$ cat config.mk
export PLATFORM = sky130hd
export DESIGN_NAME = multalu_arbiter
export DESIGN_NICKNAME = d
export VERILOG_FILES = /design/src/rtl/multalu_arbiter.sv
export SDC_FILE = /design/constraint.sdc
export NUM_CORES = 1
export LEC_CHECK = 0
export CORE_AREA = 5 5 206 208
export CTS_BUF_LIST = sky130_fd_sc_hd__clkbuf_4
export CTS_CLUSTER_DIAMETER = 50
export CTS_CLUSTER_SIZE = 28
export DETAILED_ROUTE_END_ITERATION = 7
export DIE_AREA = 0 0 211 213
export SLEW_MARGIN = 10
export SYNTH_ARGS = -nofsm -noshare
export SYNTH_HDL_FRONTEND = slang
export SYNTH_SLANG_ARGS = --single-unit
$ cat constraint.sdc
create_clock -name clk -period 6.81 [get_ports clk]
set_input_delay 0.681 -clock clk [delete_from_list [all_inputs] [get_ports clk]]
set_output_delay 0.681 -clock clk [all_outputs]
set_load 0.03 [all_outputs]
$ cat src/rtl/multalu_arbiter.sv
// multalu_arbiter: round-robin sharing of one MULTALU36X18 (DOUT = A*B + C)
// between two requesters, with a tag pipeline that routes each result back
// to the requester that issued it.
module multalu_arbiter #(
  parameter  int unsigned DSP_LATENCY = 1,
  localparam int unsigned AW = 18,
  localparam int unsigned BW = 36,
  localparam int unsigned CW = 54,
  localparam int unsigned DW = 64
) (
  input  logic          clk,
  input  logic          reset,
  input  logic          req0_valid,
  output logic          req0_ready,
  input  logic [AW-1:0] req0_a,
  input  logic [BW-1:0] req0_b,
  input  logic [CW-1:0] req0_c,
  input  logic          req0_asign,
  input  logic          req0_bsign,
  output logic          rsp0_valid,
  output logic [DW-1:0] rsp0_data,
  input  logic          req1_valid,
  output logic          req1_ready,
  input  logic [AW-1:0] req1_a,
  input  logic [BW-1:0] req1_b,
  input  logic [CW-1:0] req1_c,
  input  logic          req1_asign,
  input  logic          req1_bsign,
  output logic          rsp1_valid,
  output logic [DW-1:0] rsp1_data,
  output logic [AW-1:0] dsp_a,
  output logic [BW-1:0] dsp_b,
  output logic [CW-1:0] dsp_c,
  output logic          dsp_asign,
  output logic          dsp_bsign,
  output logic          dsp_accload,
  output logic          dsp_ce,
  input  logic [DW-1:0] dsp_dout,
  output logic          busy
);

  localparam int unsigned LAST = DSP_LATENCY - 1;

  logic          last_grant;
  logic          xfer_c;
  logic          grant_c;
  logic          issue_valid;
  logic          issue_tag;
  logic          inflight_c;
  logic [AW-1:0] sel_a_c;
  logic [BW-1:0] sel_b_c;
  logic [CW-1:0] sel_c_c;
  logic          sel_asign_c;
  logic          sel_bsign_c;
  // one-hot owner per stage: bit0 = requester 0, bit1 = requester 1
  logic [1:0]    tag_pipe [DSP_LATENCY];

  // Round-robin grant: contention goes to the requester that did not win last
  always_comb begin
    req0_ready = 1'b0;
    req1_ready = 1'b0;
    if (!reset) begin
      if (req0_valid && req1_valid) begin
        req0_ready = last_grant;
        req1_ready = !last_grant;
      end else begin
        req0_ready = req0_valid;
        req1_ready = req1_valid;
      end
    end
  end

  assign xfer_c  = req0_ready | req1_ready;
  assign grant_c = req1_ready;

  // Operand mux of the granted requester; zeros when nothing transfers
  always_comb begin
    sel_a_c     = '0;
    sel_b_c     = '0;
    sel_c_c     = '0;
    sel_asign_c = 1'b0;
    sel_bsign_c = 1'b0;
    if (req1_ready) begin
      sel_a_c     = req1_a;
      sel_b_c     = req1_b;
      sel_c_c     = req1_c;
      sel_asign_c = req1_asign;
      sel_bsign_c = req1_bsign;
    end else if (req0_ready) begin
      sel_a_c     = req0_a;
      sel_b_c     = req0_b;
      sel_c_c     = req0_c;
      sel_asign_c = req0_asign;
      sel_bsign_c = req0_bsign;
    end
  end

  // Remember the last winner; only a real transfer moves it
  always_ff @(posedge clk or posedge reset) begin
    if (reset) begin
      last_grant <= 1'b1;
    end else if (xfer_c) begin
      last_grant <= grant_c;
    end
  end

  // Issue register driving the DSP input ports
  always_ff @(posedge clk or posedge reset) begin
    if (reset) begin
      issue_valid <= 1'b0;
      issue_tag   <= 1'b0;
      dsp_a       <= '0;
      dsp_b       <= '0;
      dsp_c       <= '0;
      dsp_asign   <= 1'b0;
      dsp_bsign   <= 1'b0;
    end else begin
      issue_valid <= xfer_c;
      issue_tag   <= grant_c;
      dsp_a       <= sel_a_c;
      dsp_b       <= sel_b_c;
      dsp_c       <= sel_c_c;
      dsp_asign   <= sel_asign_c;
      dsp_bsign   <= sel_bsign_c;
    end
  end

  // Ownership shift register aligned with the DSP latency
  always_ff @(posedge clk or posedge reset) begin
    if (reset) begin
      for (int unsigned i = 0; i < DSP_LATENCY; i++) begin
        tag_pipe[i] <= 2'b00;
      end
    end else begin
      tag_pipe[0] <= {issue_valid & issue_tag, issue_valid & ~issue_tag};
      for (int unsigned i = 1; i < DSP_LATENCY; i++) begin
        tag_pipe[i] <= tag_pipe[i-1];
      end
    end
  end

  // Stages that will still hold an operation after the next edge
  always_comb begin
    inflight_c = 1'b0;
    for (int unsigned i = 0; i + 1 < DSP_LATENCY; i++) begin
      inflight_c = inflight_c | (|tag_pipe[i]);
    end
  end

  // busy registered from the next-state of the issue stage and tag pipeline
  always_ff @(posedge clk or posedge reset) begin
    if (reset) begin
      busy <= 1'b0;
    end else begin
      busy <= xfer_c | issue_valid | inflight_c;
    end
  end

  assign rsp0_valid  = tag_pipe[LAST][0];
  assign rsp1_valid  = tag_pipe[LAST][1];
  assign rsp0_data   = dsp_dout;
  assign rsp1_data   = dsp_dout;
  assign dsp_accload = 1'b0;
  assign dsp_ce      = 1'b1;

endmodule

==> results.md, run 1 <==
- Status: finished, final reports clean
- DP HPWL: 21.5 mm
- PwrDens: 193 mW/mm²
- Multiplexer share of the synthesized area: 0
- Io pins: 533
- Most common cell in the netlist: buf_4
- CP Launch Type: input port
- Post-synth top area share: 0.517
- RSZ-0062 raised after global routing: no
- Largest area contributor in the netlist: dfrtp_1
- Total die area: 0.0449 mm²
- Pleak: 3.38 nW
- Number of synthesized register bits: about 120
- Final Hold Fails: 0
- Synth top cells by count: buf_4, dfrtp_1, nor2_1
- Post-Synth Simple-Gate Area: 0.0823
- Minimum clock period: 3.36 ns
- F_max: slightly below 300 MHz
- Post-cts sizing count: 0
- Core area: 0.0404 mm²
- Worst hold path class: reg -> reg
- Initial cell density of the core: 0.138
- CP Max Fanout: between 40 and 50
- Distinct cells, synth: 18
- Clock root cell: clkbuf_4
- Worst slew pin tran: 0.875 ns
- Clock sink count: 116
- Number of core rows: 74
- Largest family of logic cells by synthesized area: buffers and inverters
- Post-Synth XOR/XNOR Area: 0
- Syn Inst Count: 529
- Vias per cell: 3.80
- Fin util: 0.214
- Drc violations: 0
- First-pass GRT wire length: 37.3 mm
- Nets: 1001
- Final setup fails: 0
- Register area share after synthesis: 0.522
- EDFF count, synth: 0
- Fin. max-slew vios: 0
- Period utilisation layout: 0.494
- Initial antenna violation count: 3
- Vias: 4777
- Required @ worst endpoint: 6.13 ns
- Port bufs: 338
- Routed WL per cell: ~22 µm
- Adder-cell share of the synthesized area: 0
- CTS tree: done
- Clock slew at reported path FFs: 0.10 ns
- Reg area: 0.00290 mm²
- Largest net degree at the start of global routing: 72
- Antenna Nets Post-Route: 0
- P&R area growth vs syn: 55.7%
- Slew headroom: 0.417
- Maximum vdd drop: 0.0000728 V
- Clock Tree Buf Depth: 2
- Setup TNS: 0 ns
- CP endpoint kind: output port
- Drt first-iter violations: around 300
- Mapped cell area: 0.00556 mm²
- DR pass1 iterations: 4
- Routed wire length: 27.4 mm
- Ys flop type: dfrtp_1
- Die Y: 213 µm
- Yosys warning count: 0
- Number of max-cap violations: 0
- Async set-or-reset flop fraction in the synthesized netlist: 1.00
- Clock Skews: 0.0284 ns
- Ranking of synthesized cells by area: dfrtp_1, buf_4, a32oi_1, nor2_1, buf_2
- Vias in the first global route: 5008
- Hold-fix buffers, CTS: 0
- Htree depth: 4
- GRT overflow: 0
- Syn_area_per_cell: roughly 11 µm²
- Chip width: 211 µm
- Clk_lat worst skew: 0.55 ns
- Num CTS Buffers: 17
- Post-CTS Setup Repair Bufs: 0
- Share of cells above drive strength 1: 0.0526
- Setup Crit Path Kind: in -> out
- Total of fill cells in the finished design: 4400
- CP arrival: 2.68 ns
- Total GRT Usage: 0.115
- Power, Total: 1.67 mW
- Synth Net Count: 817
- Synth Area in Compound Gates: 0.177
- Placer Congestion: 0.793
- Multi-input gate area: 0.00147 mm²
[metrics by stage]
stage	instances	hold slack [ns]	setup WS (ns)	instance area [µm²]
after floorplan	529	0.394	2.37	5560
after global placement	1226	0.428	3.42	8470
after detailed placement	1226	0.425	3.41	8470
after CTS	1255	0.438	3.38	8660
after global routing	1256	0.440	3.32	8660
final	1256	0.440	3.45	8660
[cells by family (layout without fill, tap and decap cells)]
kind of cell / count (synthesis) / in the layout
buf+inv: 180 / 374
other cells: 2 / 3
flops: 116 / 116
compound gates: 113 / 113
simple gates: 118 / 118
[final timing paths]
check | start | endpoint | slack (ns) | cells after the start
setup / recovery | req1_valid | req0_ready | 3.45 | 4
hold / removal | issue_tag | tag_pipe[0] | 0.44 | 1
setup reg to reg | last_grant | dsp_c[48] | 4.54 | 4
hold reg to reg | issue_tag | tag_pipe[0] | 0.44 | 1
max in group asynchronous | reset | dsp_c[44] | 5.00 | 3
min in group asynchronous | reset | dsp_c[18] | 0.51 | 2
[metal layers]
layer  up-vias  wire length (µm)  global-route usage
met5         -                34                   0
met4         4               677              0.0427
met3        40              4130              0.0782
met2       394             14500               0.209
met1      2220              8110               0.101
li1       2119                 -                   -
[placed cells by master (no fill, tap or decap), types with 2 or more instances in the layout]
cell type and n:
nor2_1 112, and2_1 2, clkinv_1 4, dfrtp_1 115, clkbuf_4 19, clkdlybuf4s50_1 336
conb_1 2, clkinv_2 6, buf_4 8, a32oi_1 110
[area by class of cell]
cell class | instances | share of cell area
antenna | 1 | 0.000289
clock buffer | 19 | 0.0165
clock inverter | 10 | 0.00520
inverter | 1 | 0.00101
multi-input combinational | 233 | 0.169
sequential | 116 | 0.335
tap | 532 | 0.0769
timing repair buffer | 344 | 0.395
[worst max-delay path, cell delays in order]
cell and delay, ns:
clkdlybuf4s50_1 0.51, nand2b_4 0.51, and3_1 0.25, clkdlybuf4s50_1 0.68
[sequential cells by signal, summed over array words and instances, names as in the netlist]
| signal | cells |
|---|---|
| busy | 1 |
| last_grant | 1 |
| dsp_a | 18 |
| issue_tag | 1 |
| dsp_c | 54 |
| issue_valid | 1 |
| tag_pipe | 2 |
| dsp_b | 36 |
| dsp_bsign | 1 |
| dsp_asign | 1 |
[power by group]
| part | switching (mW) | internal (mW) | leakage [nW] |
|---|---|---|---|
| clock | 0.269 | 0.137 | 0.117 |
| sequential | 0.0153 | 0.738 | 1.53 |
| combinational | 0.272 | 0.240 | 1.73 |
| total | 0.556 | 1.11 | 3.38 |
No activity file was read; power rests on OpenSTA's default activity.
==> run 2, diff against run 1 <==
--- a/config.mk
+++ b/config.mk
@@ -5,12 +5,12 @@
 export SDC_FILE = /design/constraint.sdc
 export NUM_CORES = 1
 export LEC_CHECK = 0
-export CORE_AREA = 5 5 206 208
+export CORE_AREA = 5 5 202 204
 export CTS_BUF_LIST = sky130_fd_sc_hd__clkbuf_4
 export CTS_CLUSTER_DIAMETER = 50
 export CTS_CLUSTER_SIZE = 28
 export DETAILED_ROUTE_END_ITERATION = 7
-export DIE_AREA = 0 0 211 213
+export DIE_AREA = 0 0 207 209
 export SLEW_MARGIN = 10
 export SYNTH_ARGS = -nofsm -noshare
 export SYNTH_HDL_FRONTEND = slang
==> constraint.sdc (replaced) <==
create_clock -name clk -period 3 [get_ports clk]
set_input_delay 0.3 -clock clk [delete_from_list [all_inputs] [get_ports clk]]
set_output_delay 0.3 -clock clk [all_outputs]
set_load 0.03 [all_outputs]
==> run 2 against run 1 <==
Worst setup slack lost 3.1 ns. Sequential share of layout area shrank 0.72 points. Critical path depth is 1 lower. Sequential power grew 130%. Largest power group unchanged. Non-clock buffer count rose by 2.
==> results.md, run 2 (same netlist as run 1, synthesis figures left out) <==
- CP max stage cell: clkdlybuf4s50_1
- Number of max-cap violations: 0 (unchanged)
- Placer Congestion: 0.856 (+7.9%)
- Clock Skews: 0.0250 ns (-0.00340 ns)
- Status: finished, final reports clean
- Clock slew at reported path FFs: 0.14 ns (+0.04 ns)
- Die Y: 209 µm (-1.9%)
- Period utilisation layout: 0.868
- Worst-path cell chain: nand2b_4 > and3_1 > clkdlybuf4s50_1
- DP Area: 0.00850 mm² (+0.38%)
- R2r worst-path depth: 4 (unchanged)
- Top flop regs: dsp_c: 54 flops, dsp_b: 36 flops, dsp_a: 18 flops
- Share of cells above drive strength 1: 0.0632 (+0.0106)
- PwrDens: 483 mW/mm² (+150%)
- HP Start: req0_valid
- CP endpoint kind: output port
- Maximum vdd drop: 0.000239 V (+230%)
- Largest net degree at the start of global routing: 120 (+67%)
- Worst hold path class: in -> reg
- Clock Tree Buf Depth: 2 (unchanged)
- Initial cell density of the core: 0.142 (+0.00450)
- Minimum clock period: ~2.6 ns
- DR pass1 iterations: 4 (unchanged)
- Multi-input gate area: 0.00147 mm² (unchanged)
- Htree depth: 4 (unchanged)
- Drt first-iter violations: 236 (-21%)
- Internal reg-to-reg setup slack: 1.22 ns (-3.32 ns)
- DP HPWL: 20.7 mm (-3.7%)
- Fin. max-slew vios: 0 (unchanged)
- Io pins: 533 (unchanged)
- Largest reg by FF count: dsp_c
- Vias per cell: 3.83 (+0.69%)
- Comb power frac: 0.275 (-0.032)
- CTS tree: done
- Critical Path Max Stage Delay: 0.72 ns (+0.04 ns)
- Final setup fails: 0 (unchanged)
- Hold Path Sink: dsp_c[14]
- Total die area: 0.0433 mm² (-3.7%)
- Largest register FFs: 54 (unchanged)
- Number of core rows: 73 (-1.4%)
- Port bufs: 338 (unchanged)
- CP Launch Type: flop
- Worst path bufs/invs: 1 (-1)
- Worst R2R End: dsp_b[7]
- Clock root cell: clkbuf_4
- Num CTS Buffers: 17 (unchanged)
- CP arrival: 2.30 ns (-0.38 ns)
- Hold Path Depth: 3 (+2)
- Final Hold Fails: 0 (unchanged)
- Net Switching: 1.37 mW (+150%)
- GRT overflow: 0 (unchanged)
- Setup Crit Path Kind: reg -> out
- Reg area: 0.00290 mm² (unchanged)
- Required @ worst endpoint: 2.70 ns (-3.43 ns)
- Drc violations: 0 (unchanged)
- F_max: 384 MHz
- Clock group share of total power: 0.325 (+0.082)
- Post-CTS Setup Repair Bufs: 0 (unchanged)
- Routed WL per cell: 21.8 µm (about the same)
- Switching share of power: 0.322 (-0.0112)
- Int Pwr: 2.90 mW (+160%)
- Most frequent cells in the layout: clkdlybuf4s50_1, dfrtp_1, nor2_1, a32oi_1, clkbuf_4
- P&R area growth vs syn: 59.1%
- RSZ-0062 raised after global routing: no
- First-pass GRT wire length: 38.7 mm (+3.9%)
- Routed wire length: 27.4 mm (about the same)
- Nets: 1003 (+0.20%)
- Setup TNS: 0 ns (unchanged)
- Total GRT Usage: 0.121 (+0.00596)
- Flop pwr share: 0.401 (-0.050)
- Antenna Nets Post-Route: 0 (unchanged)
- Crit path max-delay family: buffers and inverters
- Vias in the first global route: 5188 (+3.6%)
- Slew headroom: 0.289 (-0.127)
- Initial antenna violation count: 2 (-1)
- Commonest non-fill, non-tap cell in the layout: clkdlybuf4s50_1
- CP Max Fanout: 4 (-92%)
- Vias: 4806 (+0.61%)
- Core area: 0.0391 mm² (-3.2%)
- Pleak: 3.45 nW (+2.2%)
- Final instance area: 0.00885 mm² (+2.2%)
- Clock sink count: 116 (unchanged)
- Clk_lat worst skew: 0.55 ns (about the same)
- Total of fill cells in the finished design: 4274 (-2.9%)
- Reg-to-Reg Start: last_grant
- Worst slew pin tran: 1.07 ns (+0.191 ns)
- Chip width: 207 µm (-1.9%)
==> run 2: area by class of cell <==
cell class	count	area share
diodes	2	0.000566
repair buffers	346	0.393
flip-flops and latches	116	0.328
multi-input cells	233	0.166
clock inverters	15	0.0232
clock buffers	17	0.0144
inverters	1	0.000848
well taps	525	0.0742
==> run 2: routing by layer <==
metal  global-route usage  part of all wire
met1                0.109              0.31
met2                0.220              0.53
met3               0.0805              0.14
met4               0.0399             0.022
met5                    0                 0
==> run 2: through the flow <==
step           hold WS (ns)  utilization  power [mW]  setup WS (ns)  instances
2_1_floorplan         0.373            -        2.60          0.154        529
3_3_place_gp          0.405        0.217        2.93          0.588       1220
3_5_place_dp          0.424        0.217        2.93          0.588       1220
4_1_cts               0.185        0.226        4.39          0.210       1253
5_1_grt               0.221        0.226        4.51          0.244       1255
6_report              0.296        0.226        4.27          0.397       1255
==> run 2: worst min-delay path, stage by stage <==
cell	delay [ns]
buf_4	0.23
a32oi_1	0.24
nor2_1	0.05
==> run 2: worst max path at each step <==
stage	from	end	depth (start not counted)
3_3_place_gp	req1_valid	req0_ready	4
6_report	last_grant	req0_ready	3
3_5_place_dp	req1_valid	dsp_b[7]	5
4_1_cts	last_grant	req0_ready	3
5_1_grt	last_grant	req0_ready	3
2_1_floorplan	reset	req0_ready	2
==> run 2: repair_timing <==
action | 4_1_cts | 5_1_grt
hold endpoints to repair | 84 | 0
hold buffers | 1 | 0
resized for setup | 0 | 0
==> run 2: power by group through the flow <==
| stage | Sequential, mW | Combinational, mW | Clock [mW] |
|---|---|---|---|
| 2_1_floorplan | 1.96 | 0.638 | 0 |
| 3_3_place_gp | 1.74 | 1.19 | 0 |
| 3_5_place_dp | 1.74 | 1.19 | 0 |
| 4_1_cts | 1.71 | 1.19 | 1.48 |
| 5_1_grt | 1.72 | 1.25 | 1.53 |
| 6_report | 1.71 | 1.17 | 1.39 |
